==> src/rtl/imem_loader_pkg.sv <==
// Shared definitions for the instruction-memory boot loader and the core's PC reset logic.
package imem_loader_pkg;

  typedef enum logic [2:0] {
    ST_LEN   = 3'd0,
    ST_DATA  = 3'd1,
    ST_WRITE = 3'd2,
    ST_DONE  = 3'd3,
    ST_ERR   = 3'd4
  } state_t;

  localparam int BYTES_PER_WORD = 4;

  // The core's PC resets here too, so the load address and the first fetch cannot diverge.
  localparam logic [31:0] RESET_PC = 32'h0000_3000;

endpackage

==> src/rtl/imem_loader_byte_packer.sv <==
// Packs a byte stream little-endian into 32-bit words; o_word is the word including the current byte.
module imem_loader_byte_packer
  import imem_loader_pkg::*;
(
  input  logic        clk,
  input  logic        reset,
  input  logic [7:0]  i_byte,
  input  logic        i_take,
  output logic [31:0] o_word,
  output logic        o_word_ready
);

  localparam logic [1:0] CNT_LAST = 2'(BYTES_PER_WORD - 1);

  logic [1:0]  r_cnt;
  logic [23:0] r_buf;

  // Bytes enter at the top, so after four takes byte 0 sits in bits [7:0].
  assign o_word       = {i_byte, r_buf};
  assign o_word_ready = i_take && (r_cnt == CNT_LAST);

  always_ff @(posedge clk) begin
    if (reset) begin
      r_cnt <= 2'd0;
      r_buf <= 24'd0;
    end else if (i_take) begin
      r_cnt <= r_cnt + 2'd1;
      r_buf <= o_word[31:8];
    end
  end

endmodule

==> src/rtl/imem_loader.sv <==
// Boot loader: length-prefixed byte stream -> sequential word writes, then releases the core's reset.
module imem_loader
  import imem_loader_pkg::*;
#(
  parameter logic [31:0] BASE_ADDR = RESET_PC,
  parameter int          MAX_WORDS = 1024
) (
  input  logic        clk,
  input  logic        reset,
  input  logic [7:0]  in_data,
  input  logic        in_valid,
  output logic        in_ready,
  output logic        mem_we,
  output logic [31:0] mem_addr,
  output logic [31:0] mem_wd,
  output logic        cpu_reset,
  output logic        done,
  output logic        error,
  output state_t      dbg_state
);

  localparam int IDX_W = $clog2(MAX_WORDS) + 1;

  // Handshake: a byte transfers on a rising edge where in_valid && in_ready;
  // in_ready is registered and only high in ST_LEN / ST_DATA.
  state_t             r_state;
  logic [31:0]        r_len;
  logic [IDX_W-1:0]   r_word_idx;
  logic               r_in_ready;
  logic               r_mem_we;
  logic [31:0]        r_mem_addr;
  logic [31:0]        r_mem_wd;
  logic               r_cpu_reset;
  logic               r_done;
  logic               r_error;

  logic               w_take;
  logic [31:0]        w_word;
  logic               w_word_ready;
  logic [31:0]        w_idx_next;

  assign w_take     = in_valid && r_in_ready;
  assign w_idx_next = 32'(r_word_idx) + 32'd1;

  imem_loader_byte_packer u_packer (
    .clk          (clk),
    .reset        (reset),
    .i_byte       (in_data),
    .i_take       (w_take),
    .o_word       (w_word),
    .o_word_ready (w_word_ready)
  );

  always_ff @(posedge clk) begin
    if (reset) begin
      r_state     <= ST_LEN;
      r_len       <= 32'd0;
      r_word_idx  <= '0;
      r_in_ready  <= 1'b0;
      r_mem_we    <= 1'b0;
      r_mem_addr  <= BASE_ADDR;
      r_mem_wd    <= 32'd0;
      r_cpu_reset <= 1'b1;
      r_done      <= 1'b0;
      r_error     <= 1'b0;
    end else begin
      case (r_state)
        ST_LEN: begin
          r_in_ready <= 1'b1;
          if (w_word_ready) begin
            r_len <= w_word;
            if (w_word == 32'd0) begin
              r_state     <= ST_DONE;
              r_in_ready  <= 1'b0;
              r_done      <= 1'b1;
              r_cpu_reset <= 1'b0;
            end else if (w_word > 32'(MAX_WORDS)) begin
              r_state    <= ST_ERR;
              r_in_ready <= 1'b0;
              r_error    <= 1'b1;
            end else begin
              r_state <= ST_DATA;
            end
          end
        end
        ST_DATA: begin
          if (w_word_ready) begin
            r_state    <= ST_WRITE;
            r_in_ready <= 1'b0;
            r_mem_we   <= 1'b1;
            r_mem_wd   <= w_word;
            r_mem_addr <= BASE_ADDR + (32'(r_word_idx) << 2);
          end
        end
        ST_WRITE: begin
          r_mem_we   <= 1'b0;
          r_word_idx <= r_word_idx + 1'b1;
          if (w_idx_next == r_len) begin
            r_state     <= ST_DONE;
            r_in_ready  <= 1'b0;
            r_done      <= 1'b1;
            r_cpu_reset <= 1'b0;
          end else begin
            r_state    <= ST_DATA;
            r_in_ready <= 1'b1;
          end
        end
        ST_DONE: begin
          r_in_ready <= 1'b0;
          r_mem_we   <= 1'b0;
        end
        ST_ERR: begin
          r_in_ready <= 1'b0;
          r_mem_we   <= 1'b0;
        end
        default: begin
          r_state    <= ST_ERR;
          r_in_ready <= 1'b0;
          r_error    <= 1'b1;
        end
      endcase
    end
  end

  assign in_ready  = r_in_ready;
  assign mem_we    = r_mem_we;
  assign mem_addr  = r_mem_addr;
  assign mem_wd    = r_mem_wd;
  assign cpu_reset = r_cpu_reset;
  assign done      = r_done;
  assign error     = r_error;
  assign dbg_state = r_state;

endmodule
==> config.mk <==
export PLATFORM = sky130hd
export DESIGN_NAME = imem_loader
export DESIGN_NICKNAME = d
export VERILOG_FILES = /design/src/rtl/imem_loader_pkg.sv /design/src/rtl/imem_loader_byte_packer.sv /design/src/rtl/imem_loader.sv
export SDC_FILE = /design/constraint.sdc
export NUM_CORES = 1
export LEC_CHECK = 0
export BUFFER_PORTS_ARGS = -buffer_cell sky130_fd_sc_hd__buf_2
export CAP_MARGIN = 20
export CORE_ASPECT_RATIO = 0.75
export CORE_UTILIZATION = 50
export CTS_CLUSTER_DIAMETER = 100
export DETAILED_ROUTE_END_ITERATION = 12
export GPL_TIMING_DRIVEN = 0
export PLACE_DENSITY = 0.8
export SYNTH_ARGS = -nofsm -noshare
export SYNTH_HDL_FRONTEND = slang
export SYNTH_SLANG_ARGS = --single-unit
==> constraint.sdc <==
create_clock -name clk -period 5.3 [get_ports clk]
set_input_delay 1.06 -clock clk [delete_from_list [all_inputs] [get_ports clk]]
set_output_delay 1.06 -clock clk [all_outputs]
set_load 0.01 [all_outputs]
==> run_results.csv, run 1 <==
group,metric,value,unit
status,status,"complete, no violations",
worst_setup_path,cp-start-kind,"primary input",
layout,fillers,836,
layout,diodes,0,
min_path,whs_path_depth,2,
clock_network,cts_buffer_depth,2,
global_route,grt_max_degree,17,
layout,stdcell_area,0.00616,mm^2
placement,place_ws,2.38,ns
layout,instances_no_fill,886,
global_route,antenna_found_initial,0,
sta,worst_slack,2.69,ns
routing,drt_iter0_drc,398,
placement,port-buffer-count,63,
global_route,grt_first_pass_wirelength,20800,um
sta,report.final.slew_viol_count,0,
min_path,hold_path_class,"reg2reg",
die,dieWidth,118,um
worst_setup_path,crit_buf_inv,4,
routing,detail_route.wl_per_cell,14.7,um
logic_synthesis,synth_edf_count,0,
run,drv_cap,0,
routing,ant_nets,0,
layout,nets,756,
die,pin_count,83,
routing,first_pass_iters,5,
sta,fin_tns_setup,0,ns
global_route,grt_pass1_vias,4256,
sta,tightestPinTransition,0.640,ns
placement,dp.cells,856,
worst_setup_path,r2r_slack,2.71,ns
clock_network,path_clk_slew,0.05,ns
global_route,grt_most_used_layer,"met2",
clock_network,clock_latency,0.42,ns
global_route,met1_usage,33.9,%
worst_setup_path,crit_family,"buffers and inverters",
die,dieHeight,89.0,um
layout,areaGrowthSynthToFinish,22.3,%
worst_setup_path,path_max_fanout,10,
worst_setup_path,cp_slowest_stage_delay,0.50,ns
placement,placed_area,0.00559,mm^2
layout,multi_input_comb_area,0.00227,mm^2
worst_setup_path,cp_common_cell,"clkbuf_1",
logic_synthesis,async_flop_share,0,%
layout,drive_gt1_share,17.2,%
worst_setup_path,crit_chain,"buf_2 > and3_1 > clkbuf_1 > and3_1 > clkbuf_1 > clkbuf_1 > nand2_1 > a21oi_1",
clock_network,cts.sinks,121,
sta,timing_hold_violations_final,0,
placement,globalplace.congestion,0.879,
worst_setup_path,rr_startpoint,"r_word_idx[1]",
logic_synthesis,ys_ff_latch,121,
placement,dpl.hpwl,9300,um
min_path,hold-path-endpoint,"mem_wd[24]",
routing,drc,0,
clock_network,ctsHoldBuffers,0,
clock_network,cts-root-buf,"clkbuf_16",
logic_synthesis,synth-seq-area-share,48.1,%
logic_synthesis,yosys_warnings,0,
worst_setup_path,crit_type,"in2reg",
global_route,grt_overflow,0,
logic_synthesis,syn_area,0.00504,mm^2
worst_setup_path,reg2reg_to,"cpu_reset",
power_and_ir_drop,vdd_drop_max,212,uV
global_route,gr-usage-met2,39.9,%
sta,min_period,2.61,ns
clock_network,htreeDepth,4,
sta,finalSetupViolCount,0,
power_and_ir_drop,leakage,2.38,nW
clock_network,cts_tree,"yes",
logic_synthesis,synth.distinct_cells,47,
die,num_rows,31,
sta,clock_skew,0.0121,ns
routing,via_per_inst,5.35,
die,core-area,0.00974,mm^2
sta,rsz0062_at_grt,"false",
worst_setup_path,critical_path.slowest_cell,"clkbuf_1",
global_route,grt_use_met3,7.72,%
worst_setup_path,arrival,2.94,ns
routing,wl,13000,um
sta,holdWs,0.450,ns
clock_network,post_cts_resized,0,
logic_synthesis,synthCells,643,
die,initial_core_util,51.8,%
clock_network,cts_buffers,17,
min_path,worstHoldStart,"mem_wd[24]",
global_route,grt_usage,25.8,%
worst_setup_path,crit_required,5.63,ns
worst_setup_path,r2r_cells,7,
sta,relSlewSlack,57.3,%
die,dieArea,0.0105,mm^2
sta,fmax,0.383,GHz
routing,vias,4739,
logic_synthesis,ys.flop_type,"dfxtp_1",
worst_setup_path,endpoint_kind,"register",
power_and_ir_drop,p_per_area,344,mW/mm^2
layout,seqCellArea,0.00242,mm^2
sta,finalCritPeriodShare,49.2,%
clock_network,cts_setup_buffers,0,
logic_synthesis,avgSynthCellArea,7.84,um^2
## cell type report
class,instances,share of cell area [%]
buffer,65,6.27
sequential,121,39.3
multi-input combinational,468,36.9
clock inverter,10,2.07
timing repair buffer,63,5.12
clock buffer,20,7.25
tap,132,2.68
inverter,7,0.426
## state kept, by name (all words and copies together) (netlist names)
name / flops
cpu_reset: 1
dbg_state: 3
done: 1
error: 1
in_ready: 1
mem_addr: 12
mem_wd: 32
mem_we: 1
r_len: 32
r_word_idx: 11
u_packer.r_buf: 24
u_packer.r_cnt: 2
## synth_stat cells, types with 7 or more instances
library cell,n,area (um^2)
dfxtp_1,121,2420
nand4_1,9,56.3
xor2_1,9,78.8
xnor2_1,13,114
nand2_1,217,815
nor2_1,23,86.3
a21oi_1,105,526
o21ai_0,7,35.0
clkbuf_1,34,128
nor4_1,14,87.6
nand3_1,13,65.1
buf_4,20,150
## where the power goes
group	internal, mW	switching [mW]
Combinational	0.0224	0.0441
Sequential	0.916	0.00814
Clock	0.739	0.392
Total	1.68	0.444
## through the flow
stage,power (mW),util [%]
2_1_floorplan,0.985,-
3_3_place_gp,1.01,57.4
3_5_place_dp,1.01,57.4
4_1_cts,2.13,63.3
5_1_grt,2.18,63.3
6_report,2.12,63.3
## cells by family (layout without fill, tap and decap cells)
kind of cell,count (synthesis),count (layout),synth area share [%]
adder cells (fa/ha/maj),2,2,0.496
AND/OR/NAND/NOR,297,297,25.3
other,1,19,0.0744
flip-flops,121,121,48.1
buffers and inverters,72,165,8.19
XOR/XNOR,23,23,4.15
AO/OA/AOI/OAI,127,127,13.8
## how the worst max path moves through the flow
stage / startpoint / endpoint / slack (ns) / depth (start not counted)
2_1_floorplan: in_valid / mem_addr[9] / 3.05 / 7
3_3_place_gp: in_valid / mem_wd[21] / 2.45 / 8
3_5_place_dp: in_valid / mem_wd[22] / 2.38 / 8
4_1_cts: r_word_idx[1] / cpu_reset / 2.75 / 7
5_1_grt: in_valid / mem_wd[22] / 2.56 / 8
6_report: in_valid / mem_wd[22] / 2.69 / 8
## cells in the final DEF, fill, tap and decap left out, types with 3 or more instances in the layout
master | synthesis | layout
a21oi_1 | 105 | 105
and3_1 | 6 | 6
buf_2 | 3 | 66
buf_4 | 20 | 20
buf_6 | 5 | 5
bufinv_16 | 0 | 3
clkbuf_1 | 34 | 36
clkbuf_16 | 0 | 17
clkinv_2 | 0 | 6
conb_1 | 1 | 19
dfxtp_1 | 121 | 121
inv_1 | 4 | 4
inv_2 | 3 | 3
nand2_1 | 217 | 217
nand3_1 | 13 | 13
nand4_1 | 9 | 9
nor2_1 | 23 | 23
nor3_1 | 3 | 3
nor4_1 | 14 | 14
o21ai_0 | 7 | 7
xnor2_1 | 13 | 13
xor2_1 | 9 | 9
## layer usage
metal	vias to the layer above	share of wire, %	routed length, um
li1	2309	-	-
met2	200	44	5720
met5	-	0	0
met3	22	8.0	1050
met4	0	1.6	208
met1	2208	47	6070
## worst reg2reg max path, cell delays in order, from the launching register on
cell and delay, ns:
dfxtp_1 0.45, ha_1 0.31, xnor2_1 0.17, o2111ai_1 0.17, a2111oi_2 0.33, nand4_1 0.24
or4_1 0.60, a31o_1 0.22
(Power assumes the default switching activity.)
==> inputs of run 2 (changes only) <==
ABC_AREA = 1   (was default)
clock period = 2.7 ns   (was 5.3 ns; I/O delays follow)
==> run 2 against run 1 <==
  * The run now ends with DRC left
  * Cell area barely moved
  * Via count rose by 0.93%
  * Hold slack got worse by 0.031 ns
  * Non-clock buffer count fell by 11
  * Synthesized cell count rose by 1.9%
  * Count of clock-buffer cells in the layout rose by 4
  * Sequential share of layout area barely moved
  * Critical path type is now reg2reg
  * Clock power rose by 120%
  * Highest routed layer unchanged
  * Setup slack got worse by 2.2 ns
  * Core utilization rose by 0.50 points
==> run_results.csv, run 2 <==
group,metric,value,unit
status,status,"complete, but fails checks",
status,violations,"DRC",
clock_network,clock_latency,0.42,ns
die,dieArea,0.0104,mm^2
clock_network,cts_buffers,17,
power_and_ir_drop,vdd_drop_max,509,uV
placement,port-buffer-count,62,
logic_synthesis,ys.flop_type,"dfxtp_1",
clock_network,htreeDepth,4,
routing,first_pass_iters,9,
clock_network,cts.sinks,121,
logic_synthesis,ys_ff_latch,121,
layout,drive_gt1_share,17.4,%
logic_synthesis,async_flop_share,0,%
clock_network,post_cts_resized,0,
layout,areaGrowthSynthToFinish,23.7,%
clock_network,cts_tree,"yes",
layout,final_util,63.8,%
worst_setup_path,cp-start-kind,"register",
die,num_rows,31,
global_route,met1_usage,38.3,%
placement,globalplace.congestion,0.876,
routing,drt_iter0_drc,491,
power_and_ir_drop,p_per_area,742,mW/mm^2
logic_synthesis,ys_top_cells_by_area,"dfxtp_1 49%, o21ai_0 11%, a21oi_1 10%",
routing,via_per_inst,5.33,
layout,diodes,0,
logic_synthesis,yosysTopAreaCellShare,48.6,%
logic_synthesis,synth_edf_count,0,
min_path,hold_path_class,"in2reg",
min_path,whs_path_depth,3,
sta,timing_hold_violations_final,0,
power_and_ir_drop,leakage,2.83,nW
logic_synthesis,avgSynthCellArea,7.60,um^2
logic_synthesis,synthCells,655,
sta,report.final.slew_viol_count,0,
routing,drc,2,
logic_synthesis,synthTopCellsByCount,"121 x dfxtp_1, 113 x o21ai_0, 103 x a21oi_1",
worst_setup_path,arrival,2.50,ns
clock_network,cts_buffer_depth,2,
global_route,antenna_found_initial,0,
global_route,grt_use_met3,8.29,%
sta,rsz0062_at_grt,"false",
sta,tightestPinTransition,0.747,ns
logic_synthesis,synth.distinct_cells,30,
die,dieHeight,88.4,um
logic_synthesis,yosysMostFrequentCell,"dfxtp_1",
layout,multi_input_comb_area,0.00206,mm^2
worst_setup_path,endpoint_kind,"register",
sta,finalCritPeriodShare,82.0,%
placement,place_ws,0.325,ns
sta,relSlewSlack,50.0,%
global_route,gr-usage-met2,41.6,%
sta,min_period,2.21,ns
layout,seqCellArea,0.00242,mm^2
worst_setup_path,crit_chain,"ha_1 > nand3_2 > nor2_2 > nand2_1 > nand2_1 > nand2_1 > nand2_1 > nand2_1 > nor2_2 > nand4_2 > and2_1 > nand2_1 > nand2_1",
routing,detail_route.wl_per_cell,14.9,um
routing,ant_nets,0,
sta,finalSetupViolCount,0,
logic_synthesis,syn_area,0.00498,mm^2
layout,fillers,829,
layout,stdcell_area,0.00616,mm^2
placement,placed_area,0.00552,mm^2
worst_setup_path,cp_common_cell,"nand2_1",
worst_setup_path,crit_required,2.99,ns
run,drv_cap,0,
worst_setup_path,r2r_cells,13,
worst_setup_path,crit_type,"reg2reg",
layout,nets,767,
worst_setup_path,path_max_fanout,5,
logic_synthesis,synth-seq-area-share,48.6,%
worst_setup_path,critical_path.slowest_cell,"dfxtp_1",
sta,worst_slack,0.487,ns
die,dieWidth,117,um
sta,fmax,0.452,GHz
logic_synthesis,yosys.area.top_type,"dfxtp_1",
logic_synthesis,yosys_warnings,0,
clock_network,cts_setup_buffers,0,
die,pin_count,83,
layout,instances_no_fill,898,
die,core-area,0.00966,mm^2
clock_network,cts-root-buf,"clkbuf_16",
placement,dpl.hpwl,9610,um
sta,fin_tns_setup,0,ns
worst_setup_path,cp_slowest_stage_delay,0.43,ns
routing,wl,13400,um
global_route,grt_max_degree,17,
routing,vias,4783,
global_route,grt_usage,27.7,%
clock_network,ctsHoldBuffers,0,
global_route,grt_overflow,0,
layout,layout_common_cells,"121 x dfxtp_1, 113 x o21ai_0, 103 x a21oi_1",
global_route,grt_most_used_layer,"met2",
clock_network,path_clk_slew,0.06,ns
die,initial_core_util,51.6,%
global_route,grt_first_pass_wirelength,21500,um
sta,clock_skew,0.00977,ns
global_route,grt_pass1_vias,4351,
layout,final_common_cell,"dfxtp_1",
placement,dp.cells,867,
## run 2: cell count changes after synthesis, moves of 5 or more
cell	change
o21ai_0	+106
clkbuf_1	-7
buf_6	-5
buf_2	+5
nor4_1	-12
nor2_1	+21
nand3_1	+18
and3_1	-6
nand2_1	-146
inv_1	+68
xor2_1	-7
xnor2_1	-13
## run 2: path summary, 6_finish.rpt
path                                    start   endpoint  slack (ns)
worst max-delay path            r_word_idx[1]  cpu_reset        0.49
worst min register to register      cpu_reset  cpu_reset        0.45
worst max register to register  r_word_idx[1]  cpu_reset        0.49
worst min-delay path               in_data[5]  r_len[29]        0.42
## run 2: layout make-up
class	instances	share of cell area [%]
clock buffer	24	8.14
buffer	55	4.73
clock inverter	7	2.23
timing repair buffer	62	5.04
inverter	72	4.39
tap	132	2.68
sequential	121	39.3
multi-input combinational	425	33.5
## run 2: where the power goes
group          switching (mW)  internal [mW]
clock                   0.789           1.66
sequential             0.0277           1.83
combinational           0.180         0.0838
total                   0.997           3.57
## run 2: worst max-delay path, delay by kind of cell (launching register included)
kind / cells / cell delay [ns]
simple gates: 12 / 1.34
fa+ha+maj: 1 / 0.32
flops: 1 / 0.43
## run 2: kinds of logic (layout without fill, tap and decap cells)
kind of cell | Yosys count | after routing | share of synthesized area, %
AO/OA/AOI/OAI | 226 | 226 | 23.2
XOR/XNOR | 2 | 2 | 0.352
adder cells (fa/ha/maj) | 2 | 2 | 0.502
buffers and inverters | 127 | 220 | 11.3
flip-flops | 121 | 121 | 48.6
other | 1 | 19 | 0.0753
AND/OR/NAND/NOR | 176 | 176 | 16.0
## run 2: per-stage QoR
step | hold WS, ns | power [mW]
6_report | 0.418 | 4.57
5_1_grt | 0.423 | 4.69
4_1_cts | 0.407 | 4.57
3_5_place_dp | 0.438 | 2.15
3_3_place_gp | 0.427 | 2.14
2_1_floorplan | 0.459 | 2.07
## run 2: metal layers
metal | share of wire, % | routed length (um)
met1 | 47 | 6300
met2 | 42 | 5620
met3 | 9.1 | 1210
met4 | 1.8 | 235
met5 | 0 | 0
